File: src/rtl/adc_hamming_seq_if.sv
// Datapath launch/return bus and result handshake of the ADC Hamming sequencer.
// Handshake: a result transfers on any clock edge where out_valid && out_ready; once raised,
// out_valid and its payload (out_data/out_err/out_syn) hold steady until that edge.
interface adc_hamming_seq_if;
    logic [7:0] dp_vin;
    logic       dp_parity;
    logic       dp_start;
    logic [7:1] dp_code;
    logic [3:0] out_data;
    logic       out_valid;
    logic       out_ready;
    logic       out_err;
    logic [2:0] out_syn;

    modport master (
        output dp_vin, dp_parity, dp_start, out_data, out_valid, out_err, out_syn,
        input  dp_code, out_ready
    );

    modport slave (
        input  dp_vin, dp_parity, dp_start, out_data, out_valid, out_err, out_syn,
        output dp_code, out_ready
    );
endinterface

File: src/rtl/adc_hamming_seq.sv
// Sample scheduler for the flash-ADC + Hamming(7,4) datapath: launches a sample on each tick,
// captures the codeword DP_LAT cycles later, corrects it by syndrome and delivers the nibble.
module adc_hamming_seq #(
    parameter int SAMPLE_DIV = 16,
    parameter int DP_LAT     = 2,
    parameter int CNT_W      = 8
) (
    input  logic              clk,
    input  logic              rst,
    input  logic              enable,
    input  logic [7:0]        vin,
    input  logic              parity_type,
    adc_hamming_seq_if.master bus,
    output logic [CNT_W-1:0]  err_cnt,
    output logic [CNT_W-1:0]  ovr_cnt,
    output logic [1:0]        dbg_state
);
    typedef enum logic [1:0] {S_IDLE = 2'd0, S_WAIT = 2'd1, S_CHECK = 2'd2, S_HOLD = 2'd3} state_t;

    localparam logic [15:0] TICK_LAST = 16'(SAMPLE_DIV - 1);
    localparam logic [3:0]  WAIT_INIT = 4'(DP_LAT);

    state_t           r_state, w_next;
    logic [15:0]      r_tick_cnt;
    logic [3:0]       r_wait;
    logic [7:0]       r_dp_vin;
    logic             r_dp_parity, r_dp_start;
    logic [7:1]       r_code;
    logic [3:0]       r_out_data;
    logic             r_out_valid, r_out_err;
    logic [2:0]       r_out_syn;
    logic [CNT_W-1:0] r_err_cnt, r_ovr_cnt;
    logic             w_tick, w_launch, w_capture, w_check, w_hs, w_drop;
    logic [2:0]       w_syn;
    logic [3:0]       w_data;

    assign w_tick = enable && (r_tick_cnt == TICK_LAST);

    always_ff @(posedge clk or posedge rst) begin
        if (rst)          r_tick_cnt <= '0;
        else if (!enable) r_tick_cnt <= '0;
        else if (w_tick)  r_tick_cnt <= '0;
        else              r_tick_cnt <= r_tick_cnt + 16'd1;
    end

    always_ff @(posedge clk or posedge rst) begin
        if (rst) r_state <= S_IDLE;
        else     r_state <= w_next;
    end

    always_comb begin
        w_next = r_state;
        case (r_state)
            S_IDLE:  if (w_tick) w_next = S_WAIT;
            S_WAIT:  if (r_wait == 4'd1) w_next = S_CHECK;
            S_CHECK: w_next = S_HOLD;
            S_HOLD:  if (r_out_valid && bus.out_ready) w_next = S_IDLE;
            default: w_next = S_IDLE;
        endcase
    end

    // A tick is only honoured in IDLE; the handshake cycle of HOLD still drops it.
    always_comb begin
        w_launch  = 1'b0;
        w_capture = 1'b0;
        w_check   = 1'b0;
        w_hs      = 1'b0;
        w_drop    = w_tick && (r_state != S_IDLE);
        case (r_state)
            S_IDLE:  w_launch  = w_tick;
            S_WAIT:  w_capture = (r_wait == 4'd1);
            S_CHECK: w_check   = 1'b1;
            S_HOLD:  w_hs      = r_out_valid && bus.out_ready;
            default: ;
        endcase
    end

    assign w_syn[0] = r_code[1] ^ r_code[3] ^ r_code[5] ^ r_code[7] ^ r_dp_parity;
    assign w_syn[1] = r_code[2] ^ r_code[3] ^ r_code[6] ^ r_code[7] ^ r_dp_parity;
    assign w_syn[2] = r_code[4] ^ r_code[5] ^ r_code[6] ^ r_code[7] ^ r_dp_parity;
    assign w_data   = {r_code[7] ^ (w_syn == 3'd7), r_code[6] ^ (w_syn == 3'd6),
                       r_code[5] ^ (w_syn == 3'd5), r_code[3] ^ (w_syn == 3'd3)};

    always_ff @(posedge clk or posedge rst) begin
        if (rst) begin
            r_wait      <= '0;
            r_dp_vin    <= '0;
            r_dp_parity <= 1'b0;
            r_dp_start  <= 1'b0;
            r_code      <= '0;
            r_out_data  <= '0;
            r_out_valid <= 1'b0;
            r_out_err   <= 1'b0;
            r_out_syn   <= '0;
            r_err_cnt   <= '0;
            r_ovr_cnt   <= '0;
        end else begin
            r_dp_start <= w_launch;
            if (w_launch) begin
                r_dp_vin    <= vin;
                r_dp_parity <= parity_type;
                r_wait      <= WAIT_INIT;
            end else if (r_state == S_WAIT && r_wait != 4'd1) begin
                r_wait <= r_wait - 4'd1;
            end
            if (w_capture) r_code <= bus.dp_code;
            if (w_check) begin
                r_out_data  <= w_data;
                r_out_err   <= (w_syn != 3'd0);
                r_out_syn   <= w_syn;
                r_out_valid <= 1'b1;
            end else if (w_hs) begin
                r_out_valid <= 1'b0;
            end
            if (w_hs && r_out_err && r_err_cnt != '1) r_err_cnt <= r_err_cnt + CNT_W'(1);
            if (w_drop && r_ovr_cnt != '1)           r_ovr_cnt <= r_ovr_cnt + CNT_W'(1);
        end
    end

    assign bus.dp_vin    = r_dp_vin;
    assign bus.dp_parity = r_dp_parity;
    assign bus.dp_start  = r_dp_start;
    assign bus.out_data  = r_out_data;
    assign bus.out_valid = r_out_valid;
    assign bus.out_err   = r_out_err;
    assign bus.out_syn   = r_out_syn;
    assign err_cnt       = r_err_cnt;
    assign ovr_cnt       = r_ovr_cnt;
    assign dbg_state     = r_state;
endmodule

File: src/flat_wrapper.sv
// flat-port wrapper written by rule: the top's interface ports become plain ports
module adc_hamming_seq_flat 
#(
    parameter int SAMPLE_DIV = 16,
    parameter int DP_LAT     = 2,
    parameter int CNT_W      = 8
)
  (clk, rst, enable, vin, parity_type, err_cnt, ovr_cnt, dbg_state, bus_dp_vin, bus_dp_parity, bus_dp_start, bus_out_data, bus_out_valid, bus_out_err, bus_out_syn, bus_dp_code, bus_out_ready);
  adc_hamming_seq_if bus_i ();
  input  logic clk;
  input  logic rst;
  input  logic enable;
  input  logic [7:0] vin;
  input  logic parity_type;
  output logic [CNT_W-1:0] err_cnt;
  output logic [CNT_W-1:0] ovr_cnt;
  output logic [1:0] dbg_state;
  output wire logic [$bits(bus_i.dp_vin)-1:0] bus_dp_vin;
  output wire logic [$bits(bus_i.dp_parity)-1:0] bus_dp_parity;
  output wire logic [$bits(bus_i.dp_start)-1:0] bus_dp_start;
  output wire logic [$bits(bus_i.out_data)-1:0] bus_out_data;
  output wire logic [$bits(bus_i.out_valid)-1:0] bus_out_valid;
  output wire logic [$bits(bus_i.out_err)-1:0] bus_out_err;
  output wire logic [$bits(bus_i.out_syn)-1:0] bus_out_syn;
  input wire logic [$bits(bus_i.dp_code)-1:0] bus_dp_code;
  input wire logic [$bits(bus_i.out_ready)-1:0] bus_out_ready;
  assign bus_dp_vin = bus_i.dp_vin;
  assign bus_dp_parity = bus_i.dp_parity;
  assign bus_dp_start = bus_i.dp_start;
  assign bus_out_data = bus_i.out_data;
  assign bus_out_valid = bus_i.out_valid;
  assign bus_out_err = bus_i.out_err;
  assign bus_out_syn = bus_i.out_syn;
  assign bus_i.dp_code = bus_dp_code;
  assign bus_i.out_ready = bus_out_ready;
  adc_hamming_seq #(.SAMPLE_DIV(SAMPLE_DIV), .DP_LAT(DP_LAT), .CNT_W(CNT_W)) u_core (.clk(clk), .rst(rst), .enable(enable), .vin(vin), .parity_type(parity_type), .bus(bus_i), .err_cnt(err_cnt), .ovr_cnt(ovr_cnt), .dbg_state(dbg_state));
endmodule
File: config.mk
export PLATFORM = sky130hd
export DESIGN_NAME = adc_hamming_seq_flat
export DESIGN_NICKNAME = d
export VERILOG_FILES = /design/src/rtl/adc_hamming_seq_if.sv /design/src/rtl/adc_hamming_seq.sv /design/src/flat_wrapper.sv
export SDC_FILE = /design/constraint.sdc
export NUM_CORES = 1
export LEC_CHECK = 0
export CAP_MARGIN = 15
export CELL_PAD_IN_SITES_DETAIL_PLACEMENT = 1
export CELL_PAD_IN_SITES_GLOBAL_PLACEMENT = 1
export CORE_ASPECT_RATIO = 0.75
export CORE_MARGIN = 8
export CORE_UTILIZATION = 45
export DETAILED_ROUTE_END_ITERATION = 16
export PLACE_DENSITY_LB_ADDON = 0.1
export SLEW_MARGIN = 20
export SYNTH_ARGS = -nofsm -noshare
export SYNTH_HDL_FRONTEND = slang
export SYNTH_SLANG_ARGS = --single-unit
File: constraint.sdc
create_clock -name clk -period 3 [get_ports clk]
set_clock_uncertainty 0.05 [all_clocks]
set_input_delay 0.3 -clock clk [delete_from_list [all_inputs] [get_ports clk]]
set_output_delay 0.3 -clock clk [all_outputs]
set_load 0.005 [all_outputs]
==> results by group <==
Run status
  • Outcome: finished clean

Clock tree
  • Cts bufs inserted: 9
  • CTS tree: built
  • Post-CTS Repair Setup Buffers: 0
  • CTS Sinks: 64
  • Post-cts resize count: 0
  • Clk Latency, worst-skew pair: 0.33 ns
  • Clock buffer depth: 2
  • Hold_buf cts: 0
  • CTS clock-pin slew for the worst setup and hold paths: 0.07 ns
  • Clock Root Buffer: clkbuf_8
  • H-tree depth: 3

Logic synthesis
  • Yosys warning count: 0
  • EDFF count, synth: 0
  • Dominant cell type by area after synthesis: dfrtp_1
  • FF+latch count, synth: 64
  • Yosys top cell area share: 0.503
  • Post-Synthesis Mean Instance Area: 11.3 um2
  • Cells after Synth: 281
  • Unique masters post-synth: 50
  • Sequential-to-total area share from yosys stat: 0.503
  • Net Count, Synth: 311
  • Synth area leaders: dfrtp_1 (50%), xnor2_1 (7.4%), ha_1 (3.9%)
  • Async set-reset flop share out of synthesis: 1.00
  • Synth Cell Area: 3180 um2
  • Most used flip-flop cell after synthesis: dfrtp_1

Worst setup path
  • Reg-to-Reg Start: u_core.r_tick_cnt[10]
  • Startpoint type of the worst setup path: register
  • CP Class: reg2reg
  • CP max FO: 8
  • Slowest cell on the critical path: nor4_4
  • FF-to-FF End: u_core.ovr_cnt[1]
  • WP data arrival: 2.29 ns
  • Internal reg-to-reg setup slack: 0.88 ns
  • Worst r2r path cells: 4
  • CP required: 3.17 ns
  • Max incr delay on CP: 0.51 ns
  • Cell Chain, Critical Path: nor4_1, nand4_1, nor4_4, mux2_1
  • Worst setup EP type: register

STA
  • Pins Over Slew Limit: 0
  • Fin. Hold Viols: 0
  • Final min period: 2.12 ns
  • TNS Setup: 0 ns
  • Final setup vio count: 0
  • Fmax: 0.471 GHz
  • Worst Tran Pin Value: 0.807 ns
  • Final period util: 0.707
  • RSZ-0062 raised after global routing: no
  • Relative slew slack: 0.462

Hold path
  • Hold Path Class: reg2reg
  • Hold Path Stages: 1
  • Hold path startpoint: u_core.bus.dp_vin[5]
  • Hold Path Sink: u_core.bus.dp_vin[5]

Power and ir drop
  • Clk pwr share: 0.240
  • Switching portion of total power: 0.340
  • P_leak: 1.81 nW
  • Cell internal pwr: 0.00226 W
  • Combinational fraction of design power: 0.406
  • Power density over the cells: 846 nW/um2
  • Seq pwr share: 0.354
  • Maximum VDD drop: 0.326 mV
  • Psw: 0.00116 W

Global routing
  • First-pass GRT wire length: 12.3 mm
  • Vias in the first global route: 2440
  • Gr usage total: 0.155
  • Largest net degree at the start of global routing: 65
  • Initial antenna violation count: 0
  • Grt total ovfl: 0

Placement
  • Area post-placement: 3820 um2
  • Final HPWL DP: 5.18 mm
  • I/O Buffers: 56
  • Gpl congestion: 0.758

Route
  • Drt first pass iters: 4
  • Routed WL per cell: 16.5 um
  • Via density: 5.28
  • Vias: 2291
  • # DRC: 0
  • Post-route ant nets: 0
  • Initial DRC Count: 62
  • WL final: 7.14 mm

Die
  • Row count: 26
  • DIE AREA: 10000 um2
  • Die Ht: 88.8 um
  • IO Pins: 57
  • Die width: 113 um
  • CORE AREA: 6830 um2
  • Initial core utilization: 0.466

Layout
  • Ant diodes: 0
  • Synth-to-Final Area Change: 27.1%
  • Fin area: 4040 um2
  • Fillcell total: 741
  • Share of cells above drive strength 1: 0.106
  • Final nets: 376

Job
  • Max-cap violations: 0
per-stage QoR:
stage	util	instances	setup WS, ns	total power, W	hold WS (ns)
2_1_floorplan	-	281	1.03	0.00220	0.370
3_3_place_gp	0.560	419	0.944	0.00256	0.418
3_5_place_dp	0.560	419	0.863	0.00262	0.425
4_1_cts	0.592	434	0.861	0.00347	0.442
5_1_grt	0.592	434	0.678	0.00368	0.453
6_report	0.592	434	0.879	0.00342	0.438
logic make-up (layout without fill, tap and decap cells):
kind of cell,count (synthesis),count (layout),share of synthesized area
flops,64,64,0.503
fa+ha+maj,10,10,0.0393
mux,22,22,0.0775
buf+inv,19,88,0.0346
xor+xnor,42,42,0.125
compound gates,30,30,0.0649
simple gates,94,94,0.156
layout by cell type (no fill, tap or decap), types with 6 or more instances in the layout:
cell type	synthesis	final
nand3_1	10	10
inv_1	11	10
mux2_1	11	11
nand2_1	13	13
mux2_2	10	10
a21oi_1	7	7
ha_1	10	10
clkdlybuf4s50_1	0	56
xor2_1	13	13
nor2_1	32	32
xnor2_1	27	27
o21ai_0	6	6
buf_4	1	6
and3_1	9	9
dfrtp_1	64	64
nand4_1	9	9
clkbuf_8	1	11
worst max path at each step:
stage / to / startpoint / depth (start not counted) / slack [ns]
floorplan: u_core.bus.out_data[1] / u_core.r_code[3] / 6 / 1.03
global placement: u_core.ovr_cnt[1] / u_core.r_tick_cnt[10] / 4 / 0.94
detailed placement: u_core.ovr_cnt[5] / u_core.r_tick_cnt[10] / 5 / 0.86
CTS: u_core.ovr_cnt[5] / u_core.r_tick_cnt[10] / 5 / 0.86
global route: u_core.ovr_cnt[5] / u_core.r_tick_cnt[10] / 5 / 0.68
finish: u_core.ovr_cnt[1] / u_core.r_tick_cnt[10] / 4 / 0.88
critical path, delay by kind of cell, from the launching register on:
family           cells  cell delay [ns]
DFF                  1             0.43
muxes                1             0.36
and+or+nand+nor      3             1.16
metal layers:
layer / GRT usage / up-vias / wire (um)
met1: 0.198 / 1147 / 3420
met5: 0 / - / 0
li1: - / 1100 / -
met4: 0.0422 / 0 / 19
met2: 0.237 / 42 / 3280
met3: 0.0627 / 2 / 425
sequential cells by signal, indices dropped and copies added, names as in the netlist:
register and count:
u_core.bus.out_syn 3, u_core.bus.dp_vin 8, u_core.bus.dp_parity 1, u_core.r_tick_cnt 16
u_core.err_cnt 8, u_core.bus.dp_start 1, u_core.bus.out_err 1, u_core.dbg_state 2
u_core.bus.out_data 4, u_core.ovr_cnt 8, u_core.bus.out_valid 1, u_core.r_wait 4
u_core.r_code 7
cells in the mapped netlist, types with 2 or more instances:
library cell  instances
dfrtp_1              64
and2_1                2
nand2_1              13
xor2_1               13
nor4_1                3
nand3_1              10
a21oi_1               7
ha_1                 10
mux2_2               10
nor2_1               32
o21ai_1               2
nand4_1               9
or3_1                 4
o2bb2ai_1             2
o21ai_0               6
buf_6                 3
buf_2                 2
inv_1                11
and3_1                9
xnor2_1              27
nor3_1                3
mux2_1               11
layout make-up:
cell class | count | area [um2] | area share
sequential | 64 | 1600 | 0.396
multi-input combinational | 198 | 1470 | 0.364
timing repair buffer | 62 | 606 | 0.150
clock buffer | 12 | 155 | 0.0384
tap | 84 | 105 | 0.0260
clock inverter | 3 | 65.1 | 0.0161
inverter | 11 | 41.3 | 0.0102
power groups by stage:
stage,registers [W],logic [W],clock network [W]
3_5_place_dp,0.00123,0.00139,0
5_1_grt,0.00124,0.00155,0.000894
6_report,0.00121,0.00139,0.000822
3_3_place_gp,0.00122,0.00135,0
2_1_floorplan,0.00116,0.00105,0
4_1_cts,0.00121,0.00141,0.000849
No activity file was read; power rests on OpenSTA's default activity.
